==> config.mk <==
export PLATFORM = sky130hd
export DESIGN_NAME = inst_sram_resp
export DESIGN_NICKNAME = d
export VERILOG_FILES = /design/src/rtl/inst_sram_resp.sv
export SDC_FILE = /design/constraint.sdc
export NUM_CORES = 1
export LEC_CHECK = 0
export ABC_AREA = 1
export CORE_MARGIN = 3
export CORE_UTILIZATION = 46
export DETAILED_ROUTE_END_ITERATION = 16
export PLACE_DENSITY = 0.93
export SYNTH_ARGS = -nofsm -noshare
export SYNTH_HDL_FRONTEND = slang
export SYNTH_SLANG_ARGS = --single-unit
==> constraint.sdc <==
create_clock -name clk -period 2.3 [get_ports clk]
set_input_delay 0.345 -clock clk [delete_from_list [all_inputs] [get_ports clk]]
set_output_delay 0.345 -clock clk [all_outputs]
set_load 0.005 [all_outputs]
==> src/rtl/inst_sram_resp.sv <==
// Instruction SRAM response shim: accepts one fetch at a time, reads a 64-bit RAM word,
// and returns it as up to two 32-bit instructions a fixed LATENCY cycles after acceptance.
module inst_sram_resp #(
    parameter int LATENCY = 3
) (
    input  logic        clk,
    input  logic        rst,
    input  logic        req,
    input  logic [31:0] addr,
    input  logic        flush,
    output logic        addr_ok,
    output logic        data_ok,
    output logic        data_ok1,
    output logic        data_ok2,
    output logic [63:0] rdata,
    output logic        mem_en,
    output logic [28:0] mem_addr,
    input  logic [63:0] mem_rdata
);

    localparam logic [1:0] S_IDLE   = 2'd0;
    localparam logic [1:0] S_WAIT   = 2'd1;
    localparam logic [1:0] S_RESP   = 2'd2;
    localparam logic [3:0] CNT_LOAD = 4'(LATENCY - 1);

    logic [1:0]  state_q, state_d;
    logic [3:0]  cnt_q, cnt_d;
    logic [31:0] addr_q, addr_d;
    logic [63:0] buf_q, buf_d;
    logic        mem_en_q, mem_en_d;
    logic        cap_q, cap_d;

    assign addr_ok = req & ~flush & ((state_q == S_IDLE) | (state_q == S_RESP));

    always_comb begin
        state_d  = state_q;
        cnt_d    = cnt_q;
        addr_d   = addr_q;
        mem_en_d = addr_ok & (addr[1:0] == 2'b00);
        // RAM data arrives the cycle after mem_en; capture it then.
        cap_d    = mem_en_q;
        buf_d    = cap_q ? mem_rdata : buf_q;

        case (state_q)
            S_IDLE: if (addr_ok) state_d = S_WAIT;
            S_WAIT: begin
                if (flush) begin
                    state_d = S_IDLE;
                end else begin
                    cnt_d = cnt_q - 4'd1;
                    if (cnt_q == 4'd1) state_d = S_RESP;
                end
            end
            S_RESP:  state_d = addr_ok ? S_WAIT : S_IDLE;
            default: state_d = S_IDLE;
        endcase

        if (addr_ok) begin
            addr_d = addr;
            cnt_d  = CNT_LOAD;
        end
    end

    always_ff @(posedge clk) begin
        if (rst) begin
            state_q  <= S_IDLE;
            cnt_q    <= 4'd0;
            addr_q   <= 32'd0;
            buf_q    <= 64'd0;
            mem_en_q <= 1'b0;
            cap_q    <= 1'b0;
        end else begin
            state_q  <= state_d;
            cnt_q    <= cnt_d;
            addr_q   <= addr_d;
            buf_q    <= buf_d;
            mem_en_q <= mem_en_d;
            cap_q    <= cap_d;
        end
    end

    assign mem_en   = mem_en_q;
    assign mem_addr = addr_q[31:3];
    assign data_ok  = (state_q == S_RESP) & ~flush;

    // Word offset picks full, upper-half-only, or no instructions.
    always_comb begin
        rdata    = 64'd0;
        data_ok1 = 1'b0;
        data_ok2 = 1'b0;
        if (data_ok && addr_q[1:0] == 2'b00) begin
            data_ok1 = 1'b1;
            if (addr_q[2]) begin
                rdata = {32'd0, buf_q[63:32]};
            end else begin
                rdata    = buf_q;
                data_ok2 = 1'b1;
            end
        end
    end

endmodule

==> summary.txt <==
Finish
  – Layout Nets: 922
  – Final core utilization: 0.690
  – Ant diodes: 0
  – Number of fill cells in the layout: 805
  – Design Area, Final: 6810 um^2
  – Layout cell share with drive strength beyond 1: 0.0885
  – Final std cells w/o fill: 958
  – Area Overhead vs Synth: 44.6%

Place
  – Port Buffers: 197
  – HPWL after DPL: 8940 um
  – RePlAce Congestion: 0.820
  – Post-DP Area: 6560 um^2
  – Inst Count DP: 940

Logic synthesis
  – Cell variety after synth: 23
  – Post-Syn Area: 4710 um^2
  – Synth warn: 0
  – Synthesized net count: 772
  – Seq cells post-synth: 104
  – Count leader, synth: nand2_1
  – Avg Cell Area, Syn: 7.02 um^2
  – Top FF cell, synth: dfxtp_1
  – Asr flop ratio synth: 0
  – Area contributors post-synth: dfxtp_1 44%, nand2_1 15%, nor2_1 13%
  – Synth area leader: dfxtp_1
  – Top-area cell type share of the netlist area: 0.442
  – Commonest cells post-synth: 194 x nand2_1, 161 x nor2_1, 104 x dfxtp_1
  – EDFF count, synth: 0
  – Seq/Total Area, Yosys: 0.442
  – Post-synthesis cell count: 670

Setup path
  – CP max stage delay: 500 ps
  – CP endpoint: rdata[7]
  – Crit. Startpoint: state_q[0]$_SDFFE_PP0P_
  – FF-to-FF Start: state_q[0]$_SDFFE_PP0P_
  – WS Path Type: flop to output port
  – Startpoint Class: flop
  – Worst r2r path cells: 5
  – Flop-to-flop setup slack: 970 ps
  – Arr. time, crit path: 1960 ps
  – Crit-path cells: nor3_4, nand3_4, clkbuf_16, a21oi_2, clkdlybuf4s50_1
  – Slowest-stage cell, CP: clkdlybuf4s50_1
  – Worst Path Required: 1960 ps
  – Critical path capture point type: output port
  – Crit-path max FO: 20
  – R2r endpoint: cnt_q[3]$_SDFFE_PP0P_

Route
  – Wire length on met2: 6190 um
  – Post-route ant nets: 0
  – Max layer used: met4
  – Detailed Routing Iterations Pass 1: 5
  – Drt via density: 4.84
  – WL final: 12800 um
  – Drt drc: 0
  – Wire length on met3: 1060 um
  – Drt wl/cell: 13.4 um
  – Initial DRC count: 314
  – Overall via count from detail_route: 4637
  – WL met1: 5390 um

STA
  – Max-Slew Margin vs Limit: 0.632
  – Final Hold Fails: 0
  – Final slew viol count: 0
  – RSZ-0062 raised after global routing: yes
  – Final worst-path cycle share: 1.00
  – Worst Setup Slack, final: -4.11 ps
  – Minimum clock period: 2300 ps
  – Measured slew at the worst slew-check pin: 552 ps
  – Final setup fails: 1
  – Sum Neg Setup Slack: -4.11 ps
  – Final Skew: 13.5 ps
  – Max Fclk: 0.434 GHz
  – Hold_ws: 450 ps

Die
  – Die Ht: 107 um
  – Die X-Extent: 107 um
  – Io pins: 198
  – Core area: 9860 um^2
  – Starting Density: 0.477
  – Die Area: 11500 um^2
  – Row Count: 36

Run
  – Total of max-cap violations: 0

Global routing
  – Total gr overflow: 0
  – Number of global-route vias before repair: 4348
  – Largest net degree at the start of global routing: 63
  – Initial antenna violation count: 0
  – GRT Total Usage: 0.221
  – First-pass GRT wire length: 20600 um

CTS
  – Clk pin slew, worst setup/hold paths: 110 ps
  – CTS Buf Count: 9
  – H-tree levels: 3
  – CTS tree: done
  – # hold bufs at CTS: 0
  – Latest clock arrival within the worst-skew pair: 350 ps
  – CTS max path bufs: 2
  – Root buf cell: clkbuf_8
  – Sink Count: 104

Power
  – Leak: 2.86 nW
  – Power density over cell area: 516 nW/um^2
  – Worst VDD drop: 494 uV

Worst hold path
  – HP Class: flop to flop
  – Hold Path Stages: 2

Outcome
  – Failing checks: negative setup slack
  – Status: finished with violations
per-stage QoR:
step | power (mW) | worst slack, ps
final | 3.52 | -4.11
after global routing | 3.67 | -102
after CTS | 3.56 | -10.8
after detailed placement | 2.30 | -179
after global placement | 2.30 | -149
after floorplan | 2.07 | 892
repair_timing:
action                                  4_1_cts  5_1_grt
endpoints found under the setup margin       66       43
setup buffers                                 1        0
endpoints found under the hold margin         0        0
gates resized for setup                      28        5
gates cloned                                  0        1
pin swaps                                     3        2
layout make-up:
cell class,count,area (um^2),area share
timing repair buffer,211,2150,0.316
tap,133,166,0.0244
clock inverter,7,100,0.0147
inverter,18,67.6,0.00993
sequential,104,2090,0.306
clock buffer,9,124,0.0182
multi-input combinational,476,2110,0.310
metal layers:
metal | GRT usage | up-vias
met2 | 0.368 | 170
met3 | 0.0692 | 14
met4 | 0.0594 | 0
met5 | 0 | -
met1 | 0.275 | 2096
li1 | - | 2357
flip-flops by register name (all words and copies together) (netlist names):
register and cells:
cnt_q 4, state_q 2, buf_q 64, addr_q 32, mem_en 1, cap_q 1
layout by cell type (no fill, tap or decap):
| cell | count |
|---|---|
| nand2_2 | 1 |
| bufinv_16 | 2 |
| dlygate4sd2_1 | 24 |
| nor3_1 | 3 |
| clkinv_4 | 1 |
| clkdlybuf4s50_1 | 168 |
| nand3b_4 | 1 |
| dfxtp_2 | 3 |
| a21oi_2 | 29 |
| buf_12 | 6 |
| a21oi_1 | 8 |
| nand2_1 | 194 |
| nor2_2 | 2 |
| inv_1 | 13 |
| nor2_1 | 160 |
| xor2_1 | 1 |
| o21ai_0 | 60 |
| nand4_1 | 1 |
| nor3_4 | 1 |
| dfxtp_1 | 101 |
| clkbuf_16 | 1 |
| clkinv_2 | 1 |
| buf_4 | 7 |
| clkbuf_8 | 9 |
| inv_6 | 3 |
| ha_1 | 2 |
| nand3_4 | 1 |
| dlymetal6s2s_1 | 5 |
| nand3_1 | 5 |
| inv_2 | 5 |
| o21ai_1 | 7 |
critical path, delay by kind of cell, from the launching register on:
family	cells	cell delay, ps
and+or+nand+nor	2	390
DFF	1	370
AOI/OAI and AO/OA	1	110
buffers and inverters	2	730
worst min-delay path by stage:
stage | startpoint | slack, ps | endpoint
detailed placement | mem_en$_SDFF_PP0_ | 420 | cap_q$_SDFF_PP0_
CTS | addr_q[17]$_SDFFE_PP0P_ | 450 | addr_q[17]$_SDFFE_PP0P_
floorplan | rst | 420 | cap_q$_SDFF_PP0_
finish | addr_q[17]$_SDFFE_PP0P_ | 450 | addr_q[17]$_SDFFE_PP0P_
global route | addr_q[24]$_SDFFE_PP0P_ | 470 | addr_q[24]$_SDFFE_PP0P_
global placement | addr_q[11]$_SDFFE_PP0P_ | 430 | addr_q[11]$_SDFFE_PP0P_
cells by family after synthesis:
kind of cell	Yosys count	share of synthesized area
buffers and inverters	90	0.110
adder cells (fa/ha/maj)	2	0.00532
AO/OA/AOI/OAI	104	0.134
AND/OR/NAND/NOR	369	0.307
XOR/XNOR	1	0.00186
flip-flops	104	0.442
report_power, final:
group          switching, mW  leakage [nW]  internal, mW
clock network          0.629         0.115         0.626
registers             0.0266         0.844          1.85
logic                  0.150          1.90         0.238
total                  0.806          2.86          2.71
Power figures use the tool's default switching activity.
